### src/rtl/shift_pkg.sv
// ---------------------------------------------------------------------------
// shift_pkg
// Shared definitions for the iterative shift unit.
//   OP_*     3-bit operation codes carried on in_op (110/111 behave as pass)
//   state_e  control states of shift_unit: IDLE, SHIFT, DONE
// ---------------------------------------------------------------------------
package shift_pkg;

  localparam logic [2:0] OP_PASS = 3'b000;
  localparam logic [2:0] OP_LSL  = 3'b001;
  localparam logic [2:0] OP_LSR  = 3'b010;
  localparam logic [2:0] OP_ASR  = 3'b011;
  localparam logic [2:0] OP_ROL  = 3'b100;
  localparam logic [2:0] OP_ROR  = 3'b101;

  typedef enum logic [1:0] {
    ST_IDLE  = 2'd0,
    ST_SHIFT = 2'd1,
    ST_DONE  = 2'd2
  } state_e;

endpackage

### src/rtl/shift_step.sv
// ---------------------------------------------------------------------------
// shift_step
// Combinational single-step shifter used once per SHIFT cycle.
//   data    in   WIDTH  word being shifted
//   op      in   3      operation code (see shift_pkg)
//   amount  in   AW     bit positions to move this step (0..STEP)
//   result  out  WIDTH  shifted / rotated word
//   carry   out  1      last bit pushed out (shifts) or wrapped (rotates);
//                       0 when amount is 0 or op is pass
// ---------------------------------------------------------------------------
module shift_step
  import shift_pkg::*;
#(
  parameter int WIDTH = 16,
  parameter int AW    = $clog2(WIDTH) + 1
) (
  input  logic [WIDTH-1:0] data,
  input  logic [2:0]       op,
  input  logic [AW-1:0]    amount,
  output logic [WIDTH-1:0] result,
  output logic             carry
);

  localparam logic [AW-1:0] W_AMT = AW'(WIDTH);

  // The carry of a left shift is the bit at position WIDTH-amount, of a right
  // shift the bit at amount-1; both are picked with a compare loop so no
  // partially used intermediate vectors are needed.
  always_comb begin
    result = data;
    carry  = 1'b0;
    if (amount != '0) begin
      case (op)
        OP_LSL: begin
          result = data << amount;
          for (int i = 0; i < WIDTH; i++) begin
            if (i == WIDTH - int'(amount)) carry = data[i];
          end
        end
        OP_LSR: begin
          result = data >> amount;
          for (int i = 0; i < WIDTH; i++) begin
            if (i == int'(amount) - 1) carry = data[i];
          end
        end
        OP_ASR: begin
          result = WIDTH'($signed(data) >>> amount);
          for (int i = 0; i < WIDTH; i++) begin
            if (i == int'(amount) - 1) carry = data[i];
          end
        end
        OP_ROL: begin
          result = (data << amount) | (data >> (W_AMT - amount));
          carry  = result[0];
        end
        OP_ROR: begin
          result = (data >> amount) | (data << (W_AMT - amount));
          carry  = result[WIDTH-1];
        end
        default: begin
          result = data;
          carry  = 1'b0;
        end
      endcase
    end
  end

endmodule

### src/rtl/shift_unit.sv
// ---------------------------------------------------------------------------
// shift_unit
// Iterative barrel-free shifter: moves at most STEP bit positions per cycle
// through a single shift_step instance, with a valid/ready request side and
// a valid/ready result side. One operation in flight at a time.
//   clk        in   1      rising-edge clock
//   reset      in   1      synchronous active-high reset
//   flush      in   1      synchronous abort of the current operation
//   in_valid   in   1      request valid
//   in_ready   out  1      unit can accept a request (IDLE only)
//   in_data    in   WIDTH  operand
//   in_op      in   3      operation code (see shift_pkg)
//   in_amt     in   AW     shift amount
//   out_valid  out  1      result valid (DONE only)
//   out_ready  in   1      consumer accepts the result
//   out_data   out  WIDTH  result
//   out_carry  out  1      last bit shifted or rotated out
//   out_zero   out  1      out_data == 0
//   out_neg    out  1      out_data[WIDTH-1]
// ---------------------------------------------------------------------------
module shift_unit
  import shift_pkg::*;
#(
  parameter  int WIDTH = 16,
  parameter  int STEP  = 1,
  localparam int AW    = $clog2(WIDTH) + 1
) (
  input  logic             clk,
  input  logic             reset,
  input  logic             flush,
  input  logic             in_valid,
  output logic             in_ready,
  input  logic [WIDTH-1:0] in_data,
  input  logic [2:0]       in_op,
  input  logic [AW-1:0]    in_amt,
  output logic             out_valid,
  input  logic             out_ready,
  output logic [WIDTH-1:0] out_data,
  output logic             out_carry,
  output logic             out_zero,
  output logic             out_neg
);

  localparam logic [AW-1:0] W_AMT    = AW'(WIDTH);
  localparam logic [AW-1:0] STEP_AMT = AW'(STEP);

  state_e           state;
  logic [WIDTH-1:0] data_q;
  logic [2:0]       op_q;
  logic [AW-1:0]    rem_q;

  logic [AW-1:0]    eff_amt;
  logic [AW-1:0]    step_amt;
  logic [WIDTH-1:0] step_data;
  logic             step_carry;

  // Shifts saturate at WIDTH (everything is pushed out), rotates wrap modulo
  // WIDTH so the iteration never spins a full turn; pass never iterates.
  always_comb begin
    eff_amt = '0;
    case (in_op)
      OP_LSL, OP_LSR, OP_ASR: eff_amt = (in_amt > W_AMT) ? W_AMT : in_amt;
      OP_ROL, OP_ROR:         eff_amt = in_amt % W_AMT;
      default:                eff_amt = '0;
    endcase
  end

  assign step_amt = (rem_q > STEP_AMT) ? STEP_AMT : rem_q;

  shift_step #(
    .WIDTH (WIDTH),
    .AW    (AW)
  ) u_step (
    .data   (data_q),
    .op     (op_q),
    .amount (step_amt),
    .result (step_data),
    .carry  (step_carry)
  );

  // Outputs are loaded on the edge that enters DONE and cleared on every exit
  // from DONE, so they read as zero whenever out_valid is low. Reset is
  // checked before flush so it wins when both are high.
  always_ff @(posedge clk) begin
    if (reset) begin
      state     <= ST_IDLE;
      data_q    <= '0;
      op_q      <= OP_PASS;
      rem_q     <= '0;
      in_ready  <= 1'b1;
      out_valid <= 1'b0;
      out_data  <= '0;
      out_carry <= 1'b0;
      out_zero  <= 1'b0;
      out_neg   <= 1'b0;
    end else if (flush) begin
      state     <= ST_IDLE;
      rem_q     <= '0;
      in_ready  <= 1'b1;
      out_valid <= 1'b0;
      out_data  <= '0;
      out_carry <= 1'b0;
      out_zero  <= 1'b0;
      out_neg   <= 1'b0;
    end else begin
      case (state)
        ST_IDLE: begin
          if (in_valid) begin
            data_q   <= in_data;
            op_q     <= in_op;
            rem_q    <= eff_amt;
            in_ready <= 1'b0;
            if (eff_amt == '0) begin
              state     <= ST_DONE;
              out_valid <= 1'b1;
              out_data  <= in_data;
              out_carry <= 1'b0;
              out_zero  <= (in_data == '0);
              out_neg   <= in_data[WIDTH-1];
            end else begin
              state <= ST_SHIFT;
            end
          end
        end
        ST_SHIFT: begin
          data_q <= step_data;
          rem_q  <= rem_q - step_amt;
          if (rem_q == step_amt) begin
            state     <= ST_DONE;
            out_valid <= 1'b1;
            out_data  <= step_data;
            out_carry <= step_carry;
            out_zero  <= (step_data == '0);
            out_neg   <= step_data[WIDTH-1];
          end
        end
        ST_DONE: begin
          // in_ready only rises after this edge, so no request can be taken
          // on the same edge that the result is consumed.
          if (out_ready) begin
            state     <= ST_IDLE;
            in_ready  <= 1'b1;
            out_valid <= 1'b0;
            out_data  <= '0;
            out_carry <= 1'b0;
            out_zero  <= 1'b0;
            out_neg   <= 1'b0;
          end
        end
        default: begin
          state     <= ST_IDLE;
          in_ready  <= 1'b1;
          out_valid <= 1'b0;
        end
      endcase
    end
  end

endmodule

### config.mk
export PLATFORM = sky130hd
export DESIGN_NAME = shift_unit
export DESIGN_NICKNAME = d
export VERILOG_FILES = /design/src/rtl/shift_pkg.sv /design/src/rtl/shift_step.sv /design/src/rtl/shift_unit.sv
export SDC_FILE = /design/constraint.sdc
export NUM_CORES = 1
export LEC_CHECK = 0
export CAP_MARGIN = 10
export CORE_UTILIZATION = 40
export CTS_BUF_LIST = sky130_fd_sc_hd__clkbuf_4 sky130_fd_sc_hd__clkbuf_8
export DETAILED_ROUTE_END_ITERATION = 12
export GPL_TIMING_DRIVEN = 0
export MAX_ROUTING_LAYER = met4
export PLACE_DENSITY_LB_ADDON = 0.15
export RECOVER_POWER = 25
export SYNTH_ARGS = -nofsm -noshare
export SYNTH_HDL_FRONTEND = slang
export SYNTH_SLANG_ARGS = --single-unit
export TNS_END_PERCENT = 20
### constraint.sdc
create_clock -name clk -period 5 [get_ports clk]
set_clock_uncertainty 0.15 [all_clocks]
set_input_delay 1.5 -clock clk [delete_from_list [all_inputs] [get_ports clk]]
set_output_delay 1.5 -clock clk [all_outputs]
set_load 0.05 [all_outputs]
## After elaboration in Yosys (flattened, before gate mapping)

Index checks and enable logic that the tools add are counted.

| storage, ports and cells | value |
|---|---|
| input port bits | 29 |
| register bits after elaboration | 47 |
| output and inout bits | 21 |

| cells by class | value |
|---|---|
| mux-type cells | 73 |
| equality and inequality tests | 47 |
| add/subtract/negate cells | 4 |
| shift-type cells | 5 |
| reductions and logical operators | 20 |
| order comparisons | 2 |
| bitwise logic cells | 4 |

Operators by type and width:

| cell | number |
|---|---|
| $eq 5x32->1 const A | 16 |
| $eq 4x32->1 const A | 8 |
| $eq 3x32->1 const A | 4 |
| $mux 16 | 6 |
| $pmux 16 s5 | 1 |
| $eq 2x32->1 const A | 2 |
| $logic_not 32->1 | 2 |
| $mux 1 | 48 |
| $pmux 16 s3 | 1 |
| $logic_not 16->1 | 2 |
| $or 16x16->16 | 2 |
| $pmux 16 s2 | 1 |
| $shl 16x5->16 | 2 |
| $shr 16x5->16 | 2 |
| $pmux 5 s2 | 2 |
| $sshr 16x5->16 | 1 |
| $mux 5 | 3 |
| $pmux 1 s3 | 5 |
| $eq 3x2->1 const B | 4 |
| $eq 3x3->1 const B | 4 |
| $reduce_and 3->1 | 4 |
| $mux 2 | 4 |
| $ne 2x2->1 const B | 4 |
| $eq 3x1->1 const B | 2 |
| 22 further kinds | 25 |

## Depth between registers and ports, before layout

| logic depth | value |
|---|---|
| depth in word-level cells | 24 |
| depth in mapped cells | 19 |
| mapped depth without buffers | 12 |

## By module

Synthesis repeated with hierarchy kept, for this count alone.

| second synthesis, totals | value |
|---|---|
| cell total of the unflattened synthesis | 903 |
| area total of the unflattened synthesis | 6346.1 um^2 |

By module, submodules not included:

| module | times used | cells an instance | area an instance (um^2) |
|---|---|---|---|
| shift_step | 1 | 604 | 3952.5 |
| shift_unit | 1 | 299 | 2393.5 |

## Worst setup path before layout

Ideal clock, no wire load.

| path | value |
|---|---|
| path kind | register -> register |
| start point | register rem_q[1] |
| end point | register out_zero |
| required time | 4.781 ns |
| cell stages (with the launch flop) | 20 |
| slack | 0.274 ns |
| period minus slack after synthesis | 4.726 ns |
| buffers on the path | 7 |
| data arrival time | 4.507 ns |
| cell sequence | dfxtp_1 > or4_4 > nor2_8 > buf_2 > buf_1 > ha_1 > clkbuf_1 > buf_1 > clkbuf_1 > clkbuf_1 > ha_1 > clkbuf_1 > and4b_1 > nand3_1 > a21oi_1 > nand4b_1 > a2111oi_0 > nor4b_1 > nand4_1 > o21ai_1 |

| between the ends | value |
|---|---|
| word-level cells in the longest chain between the ends | 10 |
| elaborated cells on any way between the ends | 19 |
| those cells by class | add/sub (1); order compare (1); eq/ne (2); shift (5); mux (5); bitwise (2); reduce/logical (3) |

Ends and longest elaborated chain:

| what | RTL line | RTL |
|---|---|---|
| from (decl) | shift_unit.sv:50 | `logic [AW-1:0] rem_q;` |
| from (signal assigned) | shift_unit.sv:111 | `rem_q <= eff_amt;` |
| from (signal assigned) | shift_unit.sv:127 | `rem_q <= rem_q - step_amt;` |
| $gt 5x1->1 | shift_unit.sv:68 | `assign step_amt = (rem_q > STEP_AMT) ? STEP_AMT : rem_q;` |
| $mux 5 | shift_unit.sv:68 |  |
| $sub 5x5->5 | shift_step.sv:53, shift_step.sv:57 |  |
| $shl 16x5->16 / $shr 16x5->16 (equally long branches) | shift_step.sv:57, shift_step.sv:53 |  |
| $or 16x16->16, on equally long branches | shift_step.sv:57, shift_step.sv:53 |  |
| $pmux 16 s5 | shift_step.sv:33 | `case (op)` |
| $mux 16 | shift_step.sv:32 | `if (amount != '0) begin` |
| $logic_not 16->1 | shift_unit.sv:133 | `out_zero <= (step_data == '0);` |
| $mux 1 | shift_unit.sv:128 | `if (rem_q == step_amt) begin` |
| $pmux 1 s3 | shift_unit.sv:106 | `case (state)` |
| to (signal assigned) | shift_unit.sv:118 | `out_zero <= (in_data == '0);` |
| to (signal assigned) | shift_unit.sv:133 |  |
| to (decl) | shift_unit.sv:40 | `output logic out_zero,` |

Several ways; a longest one is shown, not always the timed one. The select of a mux whose other input is x is not followed.
A chain may end at the register's enable or synchronous reset.

## Final worst setup path

Ends and elaborated chain as after synthesis.

==> metrics.yaml <==
floorplan:
  coreArea_um2: 11560
  initial_utilization: 0.4142
  dieArea_um2: 12420
  std_cell_rows: 39
  die_h_um: 111.4
  fp.dieW_um: 111.4
  ios: 50
yosys:
  netlist_area_um2: 4790
  synth_edf_count: 0
  synth_ff_type: "dfxtp_1"
  yosysSeqAreaShare: 0.1923
  avgSynthCellArea_um2: 6.941
  async_reset_ff_frac: 0
  yosys_warnings: 0
  yosysUniqueCellTypes: 73
  netlist_instances: 690
  synth-seq-cells: 46
routing:
  drcViolationCount: 0
  viasPerCell: 6.929
  vias: 6229
  dr.first_iter.drc_count: 858
  drt_pass1_iterations: 8
  post_drt_wl_per_cell_um: 26.85
  antenna_left: 0
  wl_um: 24140
sta:
  clock.fmax_mhz: 203.8
  slew_viol_final: 0
  grt_setup_unrepaired: "no"
  setup_violations: 0
  min_period_ns: 4.907
  min_period_over_period: 0.9813
  hold_viol_final: 0
  max_slew_margin: 0.1119
  max_slew.worst_pin.slew_ns: 1.329
worst_setup_path:
  criticalPathCategory: "reg2reg"
  r2r_cells: 18
  worstSetupEndpointType: "register"
  cp.required_ns: 5.10
  crit_fanout: 12
  reg2reg_to: "out_zero$_SDFFE_PP0P_"
  crit_arrival_ns: 5.01
  r2r_setup_slack_ns: 0.09
  crit_path_start_kind: "register"
  timing.rr.start: "rem_q[1]$_SDFFE_PP0P_"
cells_and_area:
  nFillCells: 1213
  fin_area_um2: 5688
  fin_util: 0.4918
  register_area_um2: 920.9
  drive_gt1_frac: 0.08079
  final_cells: 899
  multi_input_area_um2: 3528
  synthToLayoutAreaGrowth_pct: 18.76
  final_nets: 796
global_routing:
  grt_pass1_vias: 6036
  grt_pass1_wl_um: 36420
  grt_overflow: 0
  grt_max_degree: 15
  track_usage: 0.3995
  grt_antenna_before_repair: 1
worst_hold_path:
  hold_start: "in_ready$_SDFFE_PP1P_"
  hp-class: "reg2reg"
  whs_endpoint: "in_ready$_SDFFE_PP1P_"
  hold_depth: 1
pwr:
  leakagePower_nw: 1.987
  power.density_nw_per_um2: 270.2
  ir_worst_vdd_mv: 0.1509
place:
  hpwl_um: 17920
  placedCellCount: 886
  port-buffer-count: 49
  placed_area_um2: 5474
  gp_congestion: 1.027
cts:
  root_buffer: "clkbuf_8"
  clock-sinks: 46
  path_clk_slew_ns: 0.09
  cts_hold_buf: 0
  tritoncts: "done"
  clockBufferDepth: 2
  clk_latency_ns: 0.32
  cts_buffers: 5
  cts-htree-levels: 2
run:
  cap_violations: 0
status:
  status: "complete, no violations"
==> cells by family after synthesis <==
kind of cell / share of synthesized area
AOI/OAI and AO/OA: 0.3660
xor gates and xnor gates: 0.003658
adders and majority gates: 0.03396
buffers and inverters: 0.08203
DFF: 0.1923
muxes: 0.06923
other: 0.001568
and+or+nand+nor: 0.2513
==> layout make-up <==
class | instances | area share
Multi-Input combinational cell | 551 | 0.6203
Clock buffer | 6 | 0.01342
Sequential cell | 46 | 0.1619
Clock inverter | 2 | 0.006599
Timing Repair Buffer | 54 | 0.09283
Tap cell | 143 | 0.03146
Antenna cell | 1 | 0.0004399
Inverter | 23 | 0.01562
Buffer | 73 | 0.05741
==> power by group <==
group | leakage (nW) | switching [mW] | internal [mW]
combinational | 1.56 | 0.565 | 0.264
clock | 0.0548 | 0.144 | 0.155
sequential | 0.375 | 0.0199 | 0.389
total | 1.99 | 0.729 | 0.808
==> cell usage after synthesis, types with 13 or more instances <==
cell type	count	area (µm²)
nand2_1	54	202.7
dfxtp_1	46	920.9
nor2_1	74	277.8
nor3_1	19	95.09
clkbuf_1	56	210.2
a31oi_1	13	81.33
a211oi_1	26	195.2
inv_1	20	75.07
ha_1	13	162.7
nand3_1	21	105.1
o21ai_0	49	245.2
a22oi_1	14	105.1
mux2i_1	14	140.1
a21oi_1	65	325.3
==> worst max-delay path by stage <==
stage | to | slack [ns] | from | cells past startpoint
6_report | out_zero$_SDFFE_PP0P_ | 0.09 | rem_q[1]$_SDFFE_PP0P_ | 18
5_1_grt | out_zero$_SDFFE_PP0P_ | 0.003 | rem_q[1]$_SDFFE_PP0P_ | 18
4_1_cts | out_zero$_SDFFE_PP0P_ | 0.04 | rem_q[1]$_SDFFE_PP0P_ | 18
3_5_place_dp | out_zero$_SDFFE_PP0P_ | -1.40 | rem_q[1]$_SDFFE_PP0P_ | 19
3_3_place_gp | out_zero$_SDFFE_PP0P_ | -1.50 | rem_q[1]$_SDFFE_PP0P_ | 19
2_1_floorplan | out_zero$_SDFFE_PP0P_ | 0.27 | rem_q[1]$_SDFFE_PP0P_ | 19
==> through the flow <==
step / total power, mW / hold slack (ns) / setup TNS, ns / worst slack, ns
global route: 1.589 / 0.3632 / 0 / 0.002621
floorplan: 0.9124 / 0.3855 / 0 / 0.2744
CTS: 1.484 / 0.3382 / 0 / 0.04007
global placement: 1.190 / 0.2884 / -34.53 / -1.502
detailed placement: 1.186 / 0.3129 / -31.47 / -1.396
finish: 1.537 / 0.3313 / 0 / 0.09332
==> sequential cells by signal (all words and copies together) (netlist names) <==
| signal | count |
|---|---|
| rem_q | 5 |
| out_valid | 1 |
| out_carry | 1 |
| in_ready | 1 |
| out_zero | 1 |
| data_q | 16 |
| state | 2 |
| op_q | 3 |
| out_data | 16 |
==> layout by cell type, fill, tap and decap left out, types with 6 or more instances in the layout <==
cell type / n
clkdlybuf4s50_1: 40
nand4_1: 7
o22ai_1: 12
a21o_1: 8
dfxtp_1: 46
clkbuf_1: 52
inv_1: 19
nor3_1: 19
nor2b_1: 8
or2_2: 6
or3_1: 8
o31ai_1: 6
nand2_1: 54
buf_4: 8
a22oi_1: 13
nor4_1: 8
a211o_1: 6
o211ai_1: 7
nand3_1: 21
buf_2: 6
a31oi_1: 13
dlygate4sd3_1: 9
a21oi_1: 65
mux2i_1: 14
mux4_2: 7
a221oi_1: 9
o21ai_0: 48
conb_1: 6
nor2_1: 74
o221ai_1: 9
ha_1: 12
nand2b_1: 7
a211oi_1: 26
==> critical path, cell delays in order, from the launching register on <==
cell       delay, ns
dfxtp_1         0.38
or4_4           0.61
nor2_8          0.16
buf_4           0.22
buf_6           0.19
ha_1            0.18
clkbuf_4        0.22
buf_4           0.21
clkbuf_4        0.25
clkbuf_1        0.18
ha_4            0.29
and4b_2         0.29
nand3_1         0.09
a21oi_1         0.08
nand4b_1        0.30
a2111oi_2       0.40
nor4b_2         0.30
nand4_1         0.14
o21ai_1         0.17
==> per-layer routing <==
metal	up-vias	wire [µm]	track usage
li1	2718	-	-
met1	2894	9193	0.4864
met2	477	10290	0.6029
met3	140	3012	0.08928
met4	0	1635	0.2396
met5	-	0	-
==> timing repair <==
action / in CTS / in global routing
setup buffers: 2 / 3
endpoints found under the setup margin: 34 / 13
pin swaps: 1 / 1
resized for setup: 15 / 11
(Power assumes the default switching activity.)
